$ cat src/rtl/pdm_mic_ctrl.sv
// PDM microphone controller: generates the mic clock, sequences wake/settle/run,
// samples the selected channel edge for the CIC and gates its PCM output.
module pdm_mic_ctrl #(
  parameter int CLK_DIV        = 16,
  parameter int WAKE_PERIODS   = 1024,
  parameter int SETTLE_SAMPLES = 8,
  parameter int SYNC_STAGES    = 2,
  parameter int OUT_BITS       = 16
) (
  input  logic                clk,
  input  logic                rst,
  input  logic                enable,
  input  logic                chan_sel,
  input  logic                pdm_data,
  output logic                pdm_clk,
  output logic                pdm_bit,
  output logic                pdm_valid,
  output logic                cic_clear,
  input  logic [OUT_BITS-1:0] cic_pcm,
  input  logic                cic_pcm_valid,
  output logic [OUT_BITS-1:0] pcm_out,
  output logic                pcm_valid,
  output logic                running,
  output logic [2:0]          state_o
);

  localparam logic [2:0] S_IDLE   = 3'd0;
  localparam logic [2:0] S_WAKE   = 3'd1;
  localparam logic [2:0] S_SETTLE = 3'd2;
  localparam logic [2:0] S_RUN    = 3'd3;
  localparam logic [2:0] S_STOP   = 3'd4;

  localparam int DIV_W  = $clog2(CLK_DIV);
  localparam int WAKE_W = (WAKE_PERIODS > 0) ? $clog2(WAKE_PERIODS + 1) : 1;
  localparam int SET_W  = (SETTLE_SAMPLES > 0) ? $clog2(SETTLE_SAMPLES + 1) : 1;

  localparam logic [DIV_W-1:0]  DIV_LAST  = DIV_W'(CLK_DIV - 1);
  localparam logic [DIV_W-1:0]  DIV_HALF  = DIV_W'(CLK_DIV / 2);
  localparam logic [DIV_W-1:0]  HALF_LAST = DIV_W'(CLK_DIV / 2 - 1);
  localparam logic [DIV_W-1:0]  SP_LEFT   = DIV_W'(CLK_DIV / 2 - 1 + SYNC_STAGES);
  localparam logic [DIV_W-1:0]  SP_RIGHT  = DIV_W'((CLK_DIV - 1 + SYNC_STAGES) % CLK_DIV);
  localparam logic [WAKE_W-1:0] WAKE_LAST = WAKE_W'(WAKE_PERIODS - 1);
  localparam logic [SET_W-1:0]  SET_LAST  = SET_W'(SETTLE_SAMPLES - 1);

  logic [2:0]             state, state_nxt;
  logic [DIV_W-1:0]       div_cnt, div_nxt;
  logic [WAKE_W-1:0]      wake_cnt;
  logic [SET_W-1:0]       settle_cnt;
  logic [SYNC_STAGES-1:0] sync_q, sync_nxt;
  logic                   chan_lat;
  logic                   clk_nxt;
  logic                   strobe_nxt;
  logic [DIV_W-1:0]       sample_pt;

  always_comb begin
    state_nxt = state;
    case (state)
      S_IDLE:   if (enable) state_nxt = S_WAKE;
      S_WAKE: begin
        if (!enable) state_nxt = S_STOP;
        else if (div_cnt == DIV_LAST && wake_cnt == WAKE_LAST) state_nxt = S_SETTLE;
      end
      S_SETTLE: begin
        if (!enable) state_nxt = S_STOP;
        else if (SETTLE_SAMPLES == 0) state_nxt = S_RUN;
        else if (cic_pcm_valid && settle_cnt == SET_LAST) state_nxt = S_RUN;
      end
      S_RUN:    if (!enable) state_nxt = S_STOP;
      // Leave only at the end of a high phase or while low, so no runt high pulse.
      S_STOP:   if (div_cnt == HALF_LAST || !pdm_clk) state_nxt = S_IDLE;
      default:  state_nxt = S_IDLE;
    endcase

    if (state == S_IDLE || state_nxt == S_IDLE) div_nxt = '0;
    else if (div_cnt == DIV_LAST)               div_nxt = '0;
    else                                        div_nxt = div_cnt + 1'b1;

    clk_nxt    = (state_nxt != S_IDLE) && (div_nxt < DIV_HALF);
    sample_pt  = chan_lat ? SP_RIGHT : SP_LEFT;
    strobe_nxt = (state_nxt == S_SETTLE || state_nxt == S_RUN) && (div_nxt == sample_pt);

    sync_nxt    = '0;
    sync_nxt[0] = pdm_data;
    for (int unsigned i = 1; i < SYNC_STAGES; i++) sync_nxt[i] = sync_q[i-1];
  end

  // Outputs are loaded from next-state values so they line up with div_cnt.
  always_ff @(posedge clk or posedge rst) begin
    if (rst) begin
      state      <= S_IDLE;
      div_cnt    <= '0;
      wake_cnt   <= '0;
      settle_cnt <= '0;
      sync_q     <= '0;
      chan_lat   <= 1'b0;
      pdm_clk    <= 1'b0;
      pdm_bit    <= 1'b0;
      pdm_valid  <= 1'b0;
      pcm_out    <= '0;
      pcm_valid  <= 1'b0;
    end else begin
      state     <= state_nxt;
      div_cnt   <= div_nxt;
      sync_q    <= sync_nxt;
      pdm_clk   <= clk_nxt;
      pdm_valid <= strobe_nxt;
      if (strobe_nxt) pdm_bit <= sync_nxt[SYNC_STAGES-1];
      if (state == S_IDLE && enable) chan_lat <= chan_sel;

      if (state != S_WAKE)           wake_cnt <= '0;
      else if (div_cnt == DIV_LAST)  wake_cnt <= wake_cnt + 1'b1;

      if (state != S_SETTLE)         settle_cnt <= '0;
      else if (cic_pcm_valid)        settle_cnt <= settle_cnt + 1'b1;

      pcm_valid <= (state == S_RUN) && cic_pcm_valid;
      if (state == S_RUN && cic_pcm_valid) pcm_out <= cic_pcm;
    end
  end

  assign cic_clear = !(state == S_SETTLE || state == S_RUN);
  assign running   = (state == S_RUN);
  assign state_o   = state;

endmodule
$ cat config.mk
export PLATFORM = sky130hd
export DESIGN_NAME = pdm_mic_ctrl
export DESIGN_NICKNAME = d
export VERILOG_FILES = /design/src/rtl/pdm_mic_ctrl.sv
export SDC_FILE = /design/constraint.sdc
export NUM_CORES = 1
export LEC_CHECK = 0
export CORE_UTILIZATION = 52
export DETAILED_ROUTE_END_ITERATION = 8
export PLACE_DENSITY = 0.84
export REMOVE_ABC_BUFFERS = 1
export SYNTH_ARGS = -nofsm -noshare
export SYNTH_HDL_FRONTEND = slang
export SYNTH_SLANG_ARGS = --single-unit
export TNS_END_PERCENT = 10
$ cat constraint.sdc
create_clock -name clk -period 4.6 [get_ports clk]
set_input_delay 0.92 -clock clk [delete_from_list [all_inputs] [get_ports clk]]
set_output_delay 0.92 -clock clk [all_outputs]
set_load 0.05 [all_outputs]
==> results_dict.tcl <==
set metrics [dict create \
    fmax_mhz 345.9 \
    die_x_um 62.50 \
    ys_types 38 \
    synth_common_cells "dfrtp_1 (44), nor2_1 (20), mux2_2 (17)" \
    setup_ws_ns 1.709 \
    final-max-slew-violation-count 0 \
    drt_wl_total_mm 3.727 \
    port_buffers 46 \
    vias 1300 \
    finalCritPeriodShare 0.6285 \
    synth_seq_cells 44 \
    rsz0062_at_grt "false" \
    synthFlopType "dfrtp_1" \
    fin_cells 251 \
    clk_latency_ns 0.35 \
    syn_to_final_growth_pct 30.37 \
    cts.sinks 44 \
    vias_per_cell 5.179 \
    ys_seq_area_frac 0.5786 \
    grt_pass1_wl_mm 6.127 \
    synth_largest_area_cell "dfrtp_1" \
    diodes 0 \
    grt_antenna_before_repair 0 \
    drtIter0Drc 53 \
    final_cell_area_um2 2481 \
    clk_pin_slew_ns 0.12 \
    worst_pin_slew_ns 0.6654 \
    hold_violations 0 \
    yosys-top-cells-area "dfrtp_1 (58%), mux2_2 (10%), nor2_1 (3.9%), xor2_1 (3.7%), xnor2_1 (2.8%)" \
    powerDensity_nw_per_um2 307.9 \
    initial_utilization 0.5571 \
    drt-pass1-iter-count 4 \
    maxCapViolations 0 \
    rrSetupSlack_ns 2.32 \
    worstHoldPathType "reg -> reg" \
    p_int_uw 564.5 \
    n_fill_cell 259 \
    ys_warn_count 0 \
    run_status "completed" \
    cts-hold-fix-buffers 0 \
    gp_congestion 0.7596 \
    seq_power_share 0.551 \
    die_area_um2 3906 \
    regArea_um2 1101 \
    worstPathArrival_ns 1.97 \
    yosysMostFrequentCell "dfrtp_1" \
    cts_resized 0 \
    cts_buffer_depth 2 \
    grt_overflow_total 0 \
    ir_drop_mv 0.2103 \
    syn_area_um2 1903 \
    grt_max_degree 45 \
    synth_top_area_share 0.5786 \
    utilization 0.7264 \
    track_usage 0.2041 \
    setup_viol 0 \
    clkPwrFrac 0.303 \
    switching_power_uw 199.4 \
    hold_depth 1 \
    end_kind "output port" \
    multi_input_area_um2 759.5 \
    period_needed_ns 2.891 \
    core.rowCount 21 \
    hold_end "pdm_bit$_DFFE_PP0P_" \
    fin_setup_tns_ns 0 \
    async_reset_ff_frac 1.000 \
    cts_setup_buffers 0 \
    ctsRootBufferMaster "clkbuf_4" \
    ioPinCount 47 \
    cp.required_ns 3.68 \
    synth_cells 154 \
    avgSynthCellArea_um2 12.36 \
    worst_r2r_endpoint "pdm_bit$_DFFE_PP0P_" \
    wl_per_cell_um 14.85 \
    critPathMaxFanout 7 \
    path_class "reg -> out" \
    tritoncts "built" \
    die_h_um 62.50 \
    p_leak_uw 0.001150 \
    place_hpwl_mm 2.744 \
    post-place-ws_ns 1.910 \
    min_from "sync_q[0]$_DFF_PP0_" \
    p_sw_frac 0.2610 \
    synth_enable_flop_cells 0 \
    dp_cells 243 \
    cts-buffers-inserted 5 \
    fin_worst_skew_ns 0.007927 \
    cp-start-kind "flop" \
    reg2reg_depth 6 \
    slew_headroom 0.5553 \
    grt_pass1_vias 1357 \
    core_area_um2 3416 \
    h-tree-depth 2 \
    drcViolationCount 0 \
    final_antenna_net_count 0 \
    nets 229 \
    drive_gt1_frac 0.1659 \
    pwr-share-comb 0.146 \
    r2r_start "div_cnt[0]$_DFF_PP0_" \
    placed_area_um2 2405 \
]
-- state kept, by name, indices dropped and copies added, names as in the netlist, 3 cells and up --
signal and cells:
settle_cnt 4, div_cnt 4, pcm_out 16, state_o 3, wake_cnt 11
-- cells in the final DEF (no fill, tap or decap), drive strengths merged, types with 3 or more instances in the layout --
cell	instances
dfrtp	44
inv	5
clkdlybuf4s50	46
nand2	9
nor2	20
ha	3
xor2	8
nand4	3
nand3	3
mux2	18
xnor2	6
clkbuf	6
and3	6
-- routing by layer --
metal	wire (um)	GRT usage
met5	0	0
met3	126	0.04197
met4	59	0.08430
met2	1994	0.3478
met1	1547	0.2518
-- power by group through the flow --
stage / clock [uW] / combinational (uW) / sequential (uW)
after floorplan: 0 / 45.8 / 443
after global placement: 0 / 106 / 425
after detailed placement: 0 / 110 / 427
after CTS: 234 / 112 / 420
after global routing: 251 / 120 / 423
final: 231 / 112 / 421
-- final cells by class --
type,count,area share
multi-input combinational,101,0.3061
inverter,5,0.007564
clock buffer,6,0.01664
clock inverter,2,0.01412
timing repair buffer,47,0.1886
tap,46,0.02320
sequential,44,0.4438
-- worst max path at each step --
stage                     slack [ns]                      to                 start
final                           1.71                 running  state_o[2]$_DFF_PP0_
after global routing            1.63                 running  state_o[2]$_DFF_PP0_
after CTS                       1.72                 running  state_o[2]$_DFF_PP0_
after detailed placement        1.91    chan_lat$_DFFE_PP0P_         cic_pcm_valid
after global placement          2.02    chan_lat$_DFFE_PP0P_         cic_pcm_valid
after floorplan                 2.41  pcm_out[0]$_DFFE_PP0P_  state_o[2]$_DFF_PP0_
-- critical path: stages, from the launching register on --
cell             delay [ns]
dfrtp_1                0.47
inv_1                  0.14
and3_1                 0.20
clkdlybuf4s50_1        0.81
-- cells by family (layout without fill, tap and decap cells) --
logic type | count (synthesis) | after routing | share of synthesized area
simple gates | 53 | 53 | 0.1506
flops | 44 | 44 | 0.5786
mux | 20 | 20 | 0.1190
xor+xnor | 14 | 14 | 0.06443
compound gates | 11 | 11 | 0.04537
buf+inv | 9 | 60 | 0.02235
fa+ha+maj | 3 | 3 | 0.01973
-- stage by stage --
| step | total power (uW) | hold WS, ns |
|---|---|---|
| final | 763.9 | 0.5157 |
| after floorplan | 488.4 | 0.4572 |
| after global placement | 530.7 | 0.4626 |
| after detailed placement | 536.8 | 0.4904 |
| after CTS | 766.8 | 0.5197 |
| after global routing | 793.4 | 0.5278 |
(Power assumes the default switching activity.)
